$ cat src/rtl/fetch_queue_pkg.sv
// Shared types and constants for the fetch queue: word width, halt opcode and entry layout.
package fetch_queue_pkg;

  localparam int WORD_W = 16;
  localparam logic [3:0] DEF_HLT_OPCODE = 4'b1111;

  typedef struct packed {
    logic [WORD_W-1:0] pc;
    logic [WORD_W-1:0] instr;
  } entry_t;

endpackage

$ cat src/rtl/fq_ptr.sv
// Modulo-DEPTH pointer with increment enable and synchronous clear; clear wins over increment.
module fq_ptr #(
  parameter int DEPTH = 4
) (
  input  logic                     clk,
  input  logic                     rst,
  input  logic                     inc,
  input  logic                     clr,
  output logic [$clog2(DEPTH)-1:0] ptr
);

  localparam int PW = $clog2(DEPTH);

  // DEPTH is a power of two, so natural overflow gives the modulo wrap.
  always_ff @(posedge clk or posedge rst) begin
    if (rst) begin
      ptr <= '0;
    end else if (clr) begin
      ptr <= '0;
    end else if (inc) begin
      ptr <= ptr + PW'(1);
    end
  end

endmodule

$ cat src/rtl/fetch_queue.sv
// In-order fetch->decode buffer with flush and sticky halt detection.
// Optional zero-latency bypass when empty: define FETCH_QUEUE_BYPASS_EN.
module fetch_queue
  import fetch_queue_pkg::*;
#(
  parameter int         DEPTH      = 4,
  parameter logic [3:0] HLT_OPCODE = DEF_HLT_OPCODE
) (
  input  logic                     clk,
  input  logic                     rst,
  input  logic                     in_valid,
  output logic                     in_ready,
  input  logic [WORD_W-1:0]        in_pc,
  input  logic [WORD_W-1:0]        in_instr,
  input  logic                     flush,
  output logic                     out_valid,
  input  logic                     out_ready,
  output logic [WORD_W-1:0]        out_pc,
  output logic [WORD_W-1:0]        out_instr,
  output logic [$clog2(DEPTH):0]   count,
  output logic                     halted
);

  localparam int PW = $clog2(DEPTH);
  localparam int CW = PW + 1;

  entry_t          mem [DEPTH];
  entry_t          head;
  logic [PW-1:0]   rd_ptr;
  logic [PW-1:0]   wr_ptr;
  logic            empty;
  logic            bypass;
  logic            push;
  logic            write;
  logic            pop;

  assign empty    = (count == '0);
  assign in_ready = (count < CW'(DEPTH)) && !halted;

`ifdef FETCH_QUEUE_BYPASS_EN
  // A halted queue accepts nothing, so it must not present a bypassed entry either.
  assign bypass = empty && in_valid && !flush && !halted;
`else
  assign bypass = 1'b0;
`endif

  assign push  = in_valid && in_ready && !flush;
  assign write = push && !(bypass && out_ready);
  assign pop   = !empty && out_ready && !flush;

  always_comb begin
    head = '0;
    if (bypass) begin
      head = '{pc: in_pc, instr: in_instr};
    end else if (!empty) begin
      head = mem[rd_ptr];
    end
  end

  assign out_valid = !empty || bypass;
  assign out_pc    = head.pc;
  assign out_instr = head.instr;

  fq_ptr #(.DEPTH(DEPTH)) u_wr_ptr (
    .clk (clk),
    .rst (rst),
    .inc (write),
    .clr (flush),
    .ptr (wr_ptr)
  );

  fq_ptr #(.DEPTH(DEPTH)) u_rd_ptr (
    .clk (clk),
    .rst (rst),
    .inc (pop),
    .clr (flush),
    .ptr (rd_ptr)
  );

  // Storage has no reset; contents are only observed through count-qualified reads.
  always_ff @(posedge clk) begin
    if (write) begin
      mem[wr_ptr] <= '{pc: in_pc, instr: in_instr};
    end
  end

  always_ff @(posedge clk or posedge rst) begin
    if (rst) begin
      count  <= '0;
      halted <= 1'b0;
    end else if (flush) begin
      count  <= '0;
      halted <= 1'b0;
    end else begin
      case ({write, pop})
        2'b10:   count <= count + CW'(1);
        2'b01:   count <= count - CW'(1);
        default: count <= count;
      endcase
      if (push && (in_instr[15:12] == HLT_OPCODE)) begin
        halted <= 1'b1;
      end
    end
  end

endmodule
$ cat config.mk
export PLATFORM = sky130hd
export DESIGN_NAME = fetch_queue
export DESIGN_NICKNAME = d
export VERILOG_FILES = /design/src/rtl/fetch_queue_pkg.sv /design/src/rtl/fq_ptr.sv /design/src/rtl/fetch_queue.sv
export SDC_FILE = /design/constraint.sdc
export NUM_CORES = 1
export LEC_CHECK = 0
export CAP_MARGIN = 25
export CORE_MARGIN = 2
export CORE_UTILIZATION = 54
export CTS_CLUSTER_SIZE = 10
export DETAILED_ROUTE_END_ITERATION = 16
export MAX_ROUTING_LAYER = met4
export PLACE_DENSITY = 0.79
export SYNTH_ARGS = -nofsm -noshare
export SYNTH_HDL_FRONTEND = slang
export SYNTH_SLANG_ARGS = --single-unit
$ cat constraint.sdc
create_clock -name clk -period 2.99 [get_ports clk]
set_clock_uncertainty 0.15 [all_clocks]
set_input_delay 0.598 -clock clk [delete_from_list [all_inputs] [get_ports clk]]
set_output_delay 0.598 -clock clk [all_outputs]
set_load 0.005 [all_outputs]
Word-level counts from Yosys, hierarchy flattened:

Memories as Yosys holds them, arrays and structs flattened.
Index checks and enable logic that the tools add are counted.

* equal/unequal tests: 3
* $add $sub $neg: 4
* muxes and demuxes: 11
* $lt $le $gt $ge: 1
* reduce and logical (&&, ||, !) cells: 14

Operator list (count)
* 32-bit two-way mux: 1
* 2-bit two-way mux: 4
* 1-bit logical AND: 6
* 3-bit case mux with 2 select lines: 1
* 2-bit nonzero test: 3
* 2-bit by 1-bit adder with 2-bit output, second input constant: 2
* 4-bit equality test, second input constant: 1
* 1-bit two-way mux: 4
* 3-bit by 1-bit adder with 3-bit output, second input constant: 1
* 1-bit zero test: 3
* 3-bit zero test: 1
* 3-bit less-than comparator, second input constant: 1
* 3-bit two-way mux: 1
* 3-bit nonzero test: 1
* 3-bit by 1-bit subtractor with 3-bit output, second input constant: 1
* 2-bit by 1-bit equality test with 1-bit output, second input constant: 1
* 2-bit equality test, second input constant: 1

* memory bits (writable): 128
* memories: 1
* flip-flop bits (word level): 8

Memories
* mem: words 4, width 32, read ports 1, clocked after Yosys merged registers in 0, write ports 1, RTL line fetch_queue.sv:27 `entry_t mem [DEPTH];`

Longest topological paths before layout:

Gate-level depths: netlist of the first run.

* depth in word-level cells: 7
* mapped depth: 7
* depth with buffers taken out: 6

Modules after synthesis:

A second synthesis of the first run with hierarchy kept.

* cells, all modules: 257
* area total of the unflattened synthesis: 5331.4 um2

Modules (own cells, without submodules)
* fetch_queue: cells an instance 241, times used 1, area an instance 5146.2 um2
* fq_ptr: cells an instance 8, times used 2, area an instance 92.6 um2

Worst setup path after synthesis of the first run:

OpenSTA, ideal clock, no wires.

* path type: input to register
* start point: input in_valid
* end point: memory mem[0][0] in the netlist's numbering (enable)
* setup slack: 0.487 ns
* data required time: 2.448 ns
* buffers on the path: 1
* stages: 4
* data arrival time: 1.961 ns
* cell sequence: nor3b_2 -> buf_4 -> nor2b_1 -> and2_1

* longest elaborated chain between the ends: 4

Ends and longest elaborated chain
* from (decl): RTL line fetch_queue.sv:11 `input logic in_valid,`
* 1-bit logical AND (2 in a row): RTL line fetch_queue.sv:47 `assign push = in_valid && in_ready && !flush;`
* 1-bit two-way mux: RTL line fetch_queue.sv:82 `if (write) begin`
* 1-bit two-way mux (implied by the code): RTL line fetch_queue.sv:83 `mem[wr_ptr] <= '{pc: in_pc, instr: in_instr};`
* to (decl): RTL line fetch_queue.sv:27

No other way between the ends.

Worst setup path in the final report of the first run:

* start point: register u_rd_ptr.ptr[0]
* end point: output out_pc[13]

* longest elaborated chain between the ends: 2

Ends and longest elaborated chain
* from (decl): RTL line fq_ptr.sv:9 `output logic [$clog2(DEPTH)-1:0] ptr`
* from (signal assigned): RTL line fq_ptr.sv:21 `ptr <= ptr + PW'(1);`
* memory 4 x 32 bit
* 32-bit two-way mux: RTL line fetch_queue.sv:55 `end else if (!empty) begin`
* to (decl): RTL line fetch_queue.sv:18 `output logic [WORD_W-1:0] out_pc,`

No other way between the ends.

==> qor.yml, run 1 <==
status: "finished clean"
first_global_vias: 3063
grt_start_max_net_pins: 34
total_leakage_power_nw: 2.45
io_buffers: 74
top_layer_used: "met4"
yosys.area_share.simple: 0.0603
path_class: "reg -> out"
timing.rr.end: "count[1]"
crit_fanout: 13
yosysWarnings: 0
synth.yosys.seq_area_share: 0.752
finalWorstSetupSlack_ns: 0.0820
place_inst: 470
wl_met3_um: 482
fillers: 629
fp.dieW_um: 104
num_vias: 2762
ys_top_cells_by_area: "edfxtp_1, mux4_2, and2_1, dfrtp_1, ha_1"
area_growth_syn_to_layout_pct: 29.7
timing.hold.ws_ns: 0.199
die_height_um: 104
p_per_area_nw_per_um2: 719
period_needed_ns: 2.91
synth_compound_area_frac: 0.0105
antenna_found_initial: 0
clk_latency_ns: 0.51
dp.final_hpwl_mm: 6.03
fin_cells: 507
numCtsBuffers: 17
cap_violations: 0
antenna_left: 0
endpoint_kind: "primary output"
clk_path_buf_depth: 2
min_period_over_period: 0.973
drc: 0
yosysTopAreaCell: "edfxtp_1"
tritoncts: "yes"
synth_top_family_by_area: "multiplexers"
start_util: 0.553
required_ns: 2.24
overflow: 0
final_area_um2: 6980
regArea_um2: 4050
wl_met2_mm: 5.10
core_area_um2: 9730
drive_gt1_frac: 0.235
dieArea_um2: 10800
finalNetCount: 403
h-tree-depth: 4
routedWlPerCell_um: 19.6
vdd_ir_drop_max_v: 0.000419
max_freq_mhz: 344
dp_worst_setup_slack_ns: 0.149
cp.arrival_ns: 2.16
synth_fp_nets: 301
finalHoldViolations: 0
insertedDiodeCount: 0
synth_top_area_frac: 0.715
ys_seq_elements: 136
synth_adder_area_share: 0.0130
synth_xor_xnor_area_share: 0.00814
r2r_cells: 6
yosysUniqueCellTypes: 28
setup-violations-final: 0
final_cell_mix: "edfxtp_1, clkdlybuf4s50_1, mux4_2, and2_1, dlygate4sd2_1"
cts_root_buffer: "clkbuf_8"
tightest_slew_ns: 0.488
path_clk_slew_ns: 0.06
syn-instance-count: 259
grt_pass1_wl_mm: 16.0
synth_mux_area_frac: 0.136
gp_congestion: 0.800
critPathLaunchType: "flip-flop"
cts_sinks: 136
pin_count: 75
slew_headroom: 0.672
multi_input_area_um2: 1240
rows: 36
r2r-start: "count[2]"
postLayoutCoreUtil: 0.717
dr.first_iter.drc_count: 253
r2r_slack_ns: 0.48
synth_area_per_cell_um2: 20.8
placed_area_um2: 6380
layout_commonest_cell: "edfxtp_1"
firstDrtPassIters: 4
drt_wl_total_mm: 9.93
cts_hold_buf: 0
worstHoldPathType: "in -> async"
syn_area_um2: 5380
wl_met1_mm: 4.27
timing.final.max_slew_violations: 0
vias_per_cell: 5.45
grt_usage: 0.208
==> where the power goes <==
part	switching (mW)	leakage [nW]	total, mW	internal, mW
Sequential	0.0427	1.27	2.22	2.17
Combinational	0.353	0.915	0.840	0.487
Clock	0.713	0.274	1.96	1.25
==> per-layer routing <==
| layer | up-vias | GRT usage |
|---|---|---|
| li1 | 1230 | - |
| met1 | 1425 | 0.261 |
| met2 | 99 | 0.335 |
| met3 | 8 | 0.0541 |
| met4 | 0 | 0.0714 |
| met5 | - | - |
==> repair_timing <==
action | in CTS | in global routing
pin swaps | 0 | 0
setup endpoints to repair | 32 | 3
gates cloned | 0 | 0
setup buffers | 4 | 1
hold endpoints to repair | 0 | 0
resized for setup | 32 | 2
==> state kept, by name, indices dropped and copies added, names as in the netlist <==
signal / cells
u_wr_ptr.ptr: 2
u_rd_ptr.ptr: 2
count: 3
mem: 128
halted: 1
==> worst max-delay path, stage by stage (launching register included) <==
cell,delay (ns)
dfrtp_2,0.40
buf_12,0.12
buf_12,0.16
mux4_2,0.51
and2_1,0.18
dlygate4sd2_1,0.26
==> how the worst max path moves through the flow <==
stage | from | end | slack, ns | depth (start not counted)
2_1_floorplan | in_valid | mem[0][0] | 0.49 | 4
3_3_place_gp | out_ready | count[1] | 0.32 | 7
3_5_place_dp | in_valid | count[1] | 0.15 | 7
4_1_cts | u_rd_ptr.ptr[0] | out_instr[0] | -0.01 | 4
5_1_grt | u_rd_ptr.ptr[0] | out_pc[6] | -0.005 | 5
6_report | u_rd_ptr.ptr[0] | out_pc[13] | 0.08 | 5
==> metrics by stage <==
stage	total power [mW]	TNS (ns)
6_report	5.02	0
4_1_cts	5.05	-0.0106
2_1_floorplan	2.69	0
3_5_place_dp	3.13	0
5_1_grt	5.23	-0.0108
3_3_place_gp	3.11	0
==> synth_stat cells <==
master / instances
a21oi_1: 2
a31oi_1: 1
and2_1: 36
and4_1: 1
buf_2: 3
buf_4: 1
buf_6: 4
clkbuf_1: 5
dfrtp_1: 8
edfxtp_1: 128
fa_1: 1
ha_1: 4
inv_1: 6
mux2i_1: 1
mux4_2: 32
nand3_1: 2
nor2_1: 6
nor2b_1: 2
nor3_1: 2
nor3b_2: 1
o21ai_0: 2
o311ai_1: 2
o31ai_2: 1
or3_1: 1
or3b_1: 1
or4_1: 1
xnor2_1: 3
xor2_1: 2
==> kinds of logic (layout without fill, tap and decap cells) <==
logic type | count (synthesis) | in the layout
DFF | 136 | 136
and+or+nand+nor | 53 | 53
muxes | 33 | 33
buffers and inverters | 19 | 134
AOI/OAI and AO/OA | 8 | 8
adders and majority gates | 5 | 5
xor gates and xnor gates | 5 | 5
==> layout make-up <==
class	instances	share of cell area
Clock buffer	20	0.0610
Sequential cell	136	0.580
Inverter	6	0.00323
Tap cell	133	0.0239
Timing Repair Buffer	96	0.135
Multi-Input combinational cell	104	0.178
Clock inverter	12	0.0190
Power figures use the tool's default switching activity.
==> run 2, diff against run 1 <==
--- a/config.mk
+++ b/config.mk
@@ -7,11 +7,13 @@
 export LEC_CHECK = 0
 export CAP_MARGIN = 25
 export CORE_MARGIN = 2
-export CORE_UTILIZATION = 54
+export CORE_UTILIZATION = 62
 export CTS_CLUSTER_SIZE = 10
 export DETAILED_ROUTE_END_ITERATION = 16
+export DONT_BUFFER_PORTS = 1
 export MAX_ROUTING_LAYER = met4
-export PLACE_DENSITY = 0.79
+export PLACE_DENSITY = 0.78
 export SYNTH_ARGS = -nofsm -noshare
 export SYNTH_HDL_FRONTEND = slang
 export SYNTH_SLANG_ARGS = --single-unit
+export TNS_END_PERCENT = 10
==> run 2 against run 1 <==
Register-to-register slack gained 0.02 ns. Worst setup slack gained 0.0098 ns. Routed wire length shrank 1.2%. Critical path depth shrank 2. Die area shrank 12%. Flip-flop and latch count is the same.
==> qor.yml, run 2 (synthesis gave the netlist of run 1 again) <==
drc: 0  # unchanged
final_cell_mix: "edfxtp_1, mux4_2, and2_1"
timing.final.max_slew_violations: 0  # unchanged
placed_area_um2: 5560  # -13%
clk_latency_ns: 0.51  # about the same
start_util: 0.648  # +0.0952
rows: 33  # -8.3%
firstDrtPassIters: 4  # unchanged
vdd_ir_drop_max_v: 0.000574  # +37%
antenna_left: 0  # unchanged
numCtsBuffers: 17  # unchanged
core_area_um2: 8300  # -15%
area_growth_syn_to_layout_pct: 17.6
vias_per_cell: 6.10  # +12%
p_per_area_nw_per_um2: 786  # +9.3%
path_class: "reg -> out"
required_ns: 2.24  # about the same
routedWlPerCell_um: 24.2  # +24%
finalHoldViolations: 0  # unchanged
postLayoutCoreUtil: 0.762  # +0.0448
total_leakage_power_nw: 2.07  # -16%
fp.dieW_um: 97.1  # -6.4%
first_global_vias: 2695  # -12%
tightest_slew_ns: 0.499  # +0.0105 ns
overflow: 0  # unchanged
dr.first_iter.drc_count: 220  # -13%
grt_start_max_net_pins: 34  # unchanged
worstHoldPathType: "in -> reg"
finalNetCount: 330  # -18%
gp_congestion: 0.747  # -6.6%
max_freq_mhz: 345  # +0.34%
endpoint_kind: "primary output"
critPathLaunchType: "flip-flop"
period_needed_ns: 2.90  # -0.00982 ns
crit_fanout: 6  # -7
path_clk_slew_ns: 0.06  # about the same
antenna_found_initial: 0  # unchanged
final_area_um2: 6320  # -9.4%
insertedDiodeCount: 0  # unchanged
h-tree-depth: 4  # unchanged
cts_root_buffer: "clkbuf_8"
grt_pass1_wl_mm: 14.7  # -7.9%
grt_usage: 0.218  # +0.0103
setup-violations-final: 0  # unchanged
io_buffers: 0  # -100%
die_height_um: 97.1  # -6.4%
slew_headroom: 0.666  # -0.00652
dp.final_hpwl_mm: 5.33  # -11%
cp_slowest_cell: "dfrtp_1"
crit_chain: "nor3_4 > clkinvlp_2 > and2_1"
largest_reg_flops: 128  # unchanged
largest-register: "mem"
layout_commonest_cell: "edfxtp_1"
pin_count: 75  # unchanged
status: "finished clean"
num_vias: 2469  # -11%
reg_top3: "mem: 128 flops, count: 3 flops"
dieArea_um2: 9430  # -12%
tritoncts: "yes"
clk_path_buf_depth: 2  # unchanged
drt_wl_total_mm: 9.80  # -1.2%
cp_slowest_stage_delay_ns: 0.50  # about the same
cap_violations: 0  # unchanged
cp.arrival_ns: 2.15  # about the same
cts_sinks: 136  # unchanged
drive_gt1_frac: 0.280  # +0.0447
min_period_over_period: 0.969  # -0.00328
-- run 2: worst max-delay path: cells and delay by family (launching register included) --
kind | cells | cell delay [ns]
flip-flops | 1 | 0.50
buffers and inverters | 1 | 0.41
AND/OR/NAND/NOR | 2 | 0.72
-- run 2: final timing paths --
| kind | from | to | slack (ns) | depth (start not counted) |
|---|---|---|---|---|
| worst max-delay path | count[0] | out_pc[12] | 0.09 | 3 |
| worst max register to register | count[2] | count[1] | 0.50 | 6 |
| min in group asynchronous | rst | count[2] | 0.34 | 2 |
| worst min register to register | u_wr_ptr.ptr[1] | u_wr_ptr.ptr[1] | 0.45 | 2 |
| worst min-delay path | in_pc[12] | mem[0][28] | 0.03 | 0 |
| max in group asynchronous | rst | u_rd_ptr.ptr[0] | 2.08 | 2 |
-- run 2: power breakdown --
group / switching, mW / internal [mW]
clock network: 0.761 / 1.36
logic: 0.320 / 0.305
registers: 0.0571 / 2.17
-- run 2: what timing repair did --
| item | CTS | global route |
|---|---|---|
| buffers inserted | 0 | 4 |
| endpoints found under the hold margin | 37 | 0 |
| endpoints found under the setup margin | 0 | 32 |
| hold buffers | 9 | 0 |
| gates resized for setup | 0 | 5 |
-- run 2: per-stage QoR --
stage          setup TNS (ns)  cells  worst slack, ns  total power, mW  hold WS [ns]
2_1_floorplan               0    259            0.487             2.69         0.264
3_3_place_gp                0    358            0.616             2.78         0.306
3_5_place_dp                0    358            0.530             2.80         0.310
4_1_cts                     0    398          0.00930             4.94      0.000644
5_1_grt                -0.166    405          -0.0453             5.16       0.00280
6_report                    0    405           0.0918             4.97        0.0274
-- run 2: area by class of cell --
type,count,area [um2]
repair inverters,3,20.0
multi-input cells,104,1240
well taps,105,131
clock inverters,14,196
inverters,6,26.3
fillers,453,1980
flip-flops and latches,136,4050
clock buffers,17,414
repair buffers,20,248
-- run 2: metal layers --
metal | track usage | vias to the layer above | routed length [um]
li1 | - | 1087 | -
met1 | 0.261 | 1267 | 3770
met2 | 0.349 | 104 | 5160
met3 | 0.0813 | 11 | 769
met4 | 0.0715 | 0 | 100
met5 | - | - | 0
==> run 3, diff against run 2 <==
--- a/config.mk
+++ b/config.mk
@@ -7,12 +7,11 @@
 export LEC_CHECK = 0
 export CAP_MARGIN = 25
 export CORE_MARGIN = 2
-export CORE_UTILIZATION = 62
+export CORE_UTILIZATION = 33
 export CTS_CLUSTER_SIZE = 10
 export DETAILED_ROUTE_END_ITERATION = 16
 export DONT_BUFFER_PORTS = 1
 export MAX_ROUTING_LAYER = met4
-export PLACE_DENSITY = 0.78
 export SYNTH_ARGS = -nofsm -noshare
 export SYNTH_HDL_FRONTEND = slang
 export SYNTH_SLANG_ARGS = --single-unit
==> run 3 against run 2 <==
Flip-flop and latch count unchanged. Clock power decreased by 11%. Maximum frequency increased by 4.3%. Critical path depth increased by 1. Sequential power about the same. Design area decreased by 1.0%. Die area increased by 84%. First-iteration DRC count decreased by 44%. Sequential share of layout area increased by 0.67 points. Global-route usage decreased by 8.5 points. Non-clock buffer count decreased by 8. Highest routed layer unchanged.
==> qor.yml, run 3 (synthesis gave the netlist of run 1 again) <==
p_seq_frac: 0.477  # +0.029
tns_ns: 0  # unchanged
finalWorstSetupSlack_ns: 0.211  # +0.119 ns
drc: 0  # unchanged
vias_per_cell: 4.80  # -21%
crit_fanout: 19  # +13
p_sw_mw: 1.09  # -4.0%
routedWlPerCell_um: 20.8  # -14%
regArea_um2: 4050  # about the same
path_clk_slew_ns: 0.06  # about the same
endpoint_kind: "primary output"
critPathLaunchType: "flip-flop"
cp.arrival_ns: 2.03  # -0.12 ns
postLayoutCoreUtil: 0.394  # -0.368
firstDrtPassIters: 4  # unchanged
finalNetCount: 319  # -3.3%
required_ns: 2.24  # about the same
post_cts_resized: 0  # unchanged
cp_slowest_cell: "dfrtp_1"
clk_latency_ns: 0.41  # -0.10 ns
crit_chain: "nor3_1 > inv_1 > buf_4 > and2_1"
timing.final.max_slew_violations: 0  # unchanged
total_leakage_power_nw: 1.99  # -3.6%
vdd_ir_drop_max_v: 0.000386  # -33%
final_cell_mix: "edfxtp_1, mux4_2, and2_1"
setup-violations-final: 0  # unchanged
dp.final_hpwl_mm: 6.43  # +21%
period_needed_ns: 2.78  # -0.119 ns
cap_violations: 0  # unchanged
grt_usage: 0.133  # -0.0849
first_global_vias: 2672  # -0.85%
combPwrFrac: 0.119  # -0.007
rows: 46  # +39%
cts_setup_buffers: 0  # unchanged
largest-register: "mem"
fillers: 1431  # +220%
largest_reg_flops: 128  # unchanged
grt_start_max_net_pins: 33  # -2.9%
drive_gt1_frac: 0.271  # -0.00917
cp-startpoint: "count[2]"
area_growth_syn_to_layout_pct: 16.4
cp_slowest_stage_delay_ns: 0.50  # about the same
cts_hold_buf: 1  # -8
max_freq_mhz: 360  # +4.3%
cts_root_buffer: "clkbuf_16"
reg_top3: "mem: 128 flops, count: 3 flops"
dieArea_um2: 17300  # +84%
dp_worst_setup_slack_ns: 0.515  # -0.0153 ns
grt_pass1_wl_mm: 16.2  # +10%
tritoncts: "yes"
p_int_mw: 3.57  # -6.9%
swShare: 0.234  # +0.00541
drt_wl_total_mm: 10.5  # +6.9%
multi_input_area_um2: 1230  # -0.91%
tightest_slew_ns: 0.492  # -0.00688 ns
cts_sinks: 136  # unchanged
layout_commonest_cell: "edfxtp_1"
start_util: 0.339  # -0.309
core_area_um2: 15900  # +91%
clkPwrFrac: 0.404  # -0.022
gp_congestion: 0.697  # -6.7%
pin_count: 75  # unchanged
h-tree-depth: 4  # unchanged
antenna_found_initial: 0  # unchanged
slew_headroom: 0.672  # +0.00568
hp-start: "flush"
worstHoldPathType: "in -> reg"
path_class: "reg -> out"
rsz0062_at_grt: "false"
fp.dieW_um: 132  # +36%
finalHoldViolations: 0  # unchanged
insertedDiodeCount: 0  # unchanged
clk_path_buf_depth: 2  # unchanged
num_vias: 2419  # -2.0%
antenna_left: 0  # unchanged
die_height_um: 132  # +36%
overflow: 0  # unchanged
dr.first_iter.drc_count: 123  # -44%
status: "finished clean"
r2r-start: "count[2]"
min_period_over_period: 0.930  # -0.0398
p_per_area_nw_per_um2: 745  # -5.3%
numCtsBuffers: 17  # unchanged
io_buffers: 0  # unchanged
run 3: cell count changes in the layout (fill, tap and decap cells not counted), moves of 2 or more:
| cell | delta |
|---|---|
| bufinv_16 | -3 |
| clkinv_2 | +2 |
| dlygate4sd3_1 | -8 |
| inv_6 | -3 |
run 3: metal layers:
| layer | wire [um] | global-route usage | vias up |
|---|---|---|---|
| li1 | - | - | 1068 |
| met1 | 4450 | 0.157 | 1281 |
| met2 | 5190 | 0.201 | 59 |
| met3 | 705 | 0.0610 | 11 |
| met4 | 143 | 0.0507 | 0 |
| met5 | 0 | - | - |
run 3: layout make-up:
| cell class | count | area share |
|---|---|---|
| sequential | 136 | 0.647 |
| timing repair buffer | 12 | 0.0248 |
| multi-input combinational | 104 | 0.197 |
| inverter | 6 | 0.00360 |
| clock buffer | 18 | 0.0686 |
| tap | 216 | 0.0432 |
| clock inverter | 12 | 0.0168 |
run 3: path summary, 6_finish.rpt:
| check | endpoint | slack, ns | cells after the start |
|---|---|---|---|
| min reg2reg | u_wr_ptr.ptr[1] | 0.45 | 2 |
| min in group asynchronous | count[0] | 0.45 | 2 |
| max | out_pc[0] | 0.21 | 4 |
| max in group asynchronous | u_rd_ptr.ptr[0] | 1.97 | 2 |
| min | u_rd_ptr.ptr[1] | 0.09 | 1 |
| max reg2reg | count[1] | 0.52 | 6 |
run 3: stage by stage:
step                      hold WS (ns)  cell area, um2  total power, mW  std cells
after CTS                       0.0686            6260             4.74        504
after floorplan                  0.264            5380             2.69        259
final                           0.0914            6260             4.66        504
after global routing            0.0632            6260             4.89        504
after global placement           0.316            5710             2.83        473
after detailed placement         0.317            5710             2.84        473
run 3: power groups by stage:
| stage | clock (mW) | combinational [mW] | sequential, mW |
|---|---|---|---|
| 2_1_floorplan | 0 | 0.454 | 2.24 |
| 3_5_place_dp | 0 | 0.577 | 2.26 |
| 5_1_grt | 2.04 | 0.619 | 2.23 |
| 4_1_cts | 1.94 | 0.581 | 2.22 |
| 6_report | 1.89 | 0.554 | 2.22 |
| 3_3_place_gp | 0 | 0.569 | 2.26 |
run 3: critical path: cells and delay by family (launching register included):
family / cells / cell delay, ns
simple gates: 2 / 0.50
flops: 1 / 0.50
buf+inv: 2 / 0.61
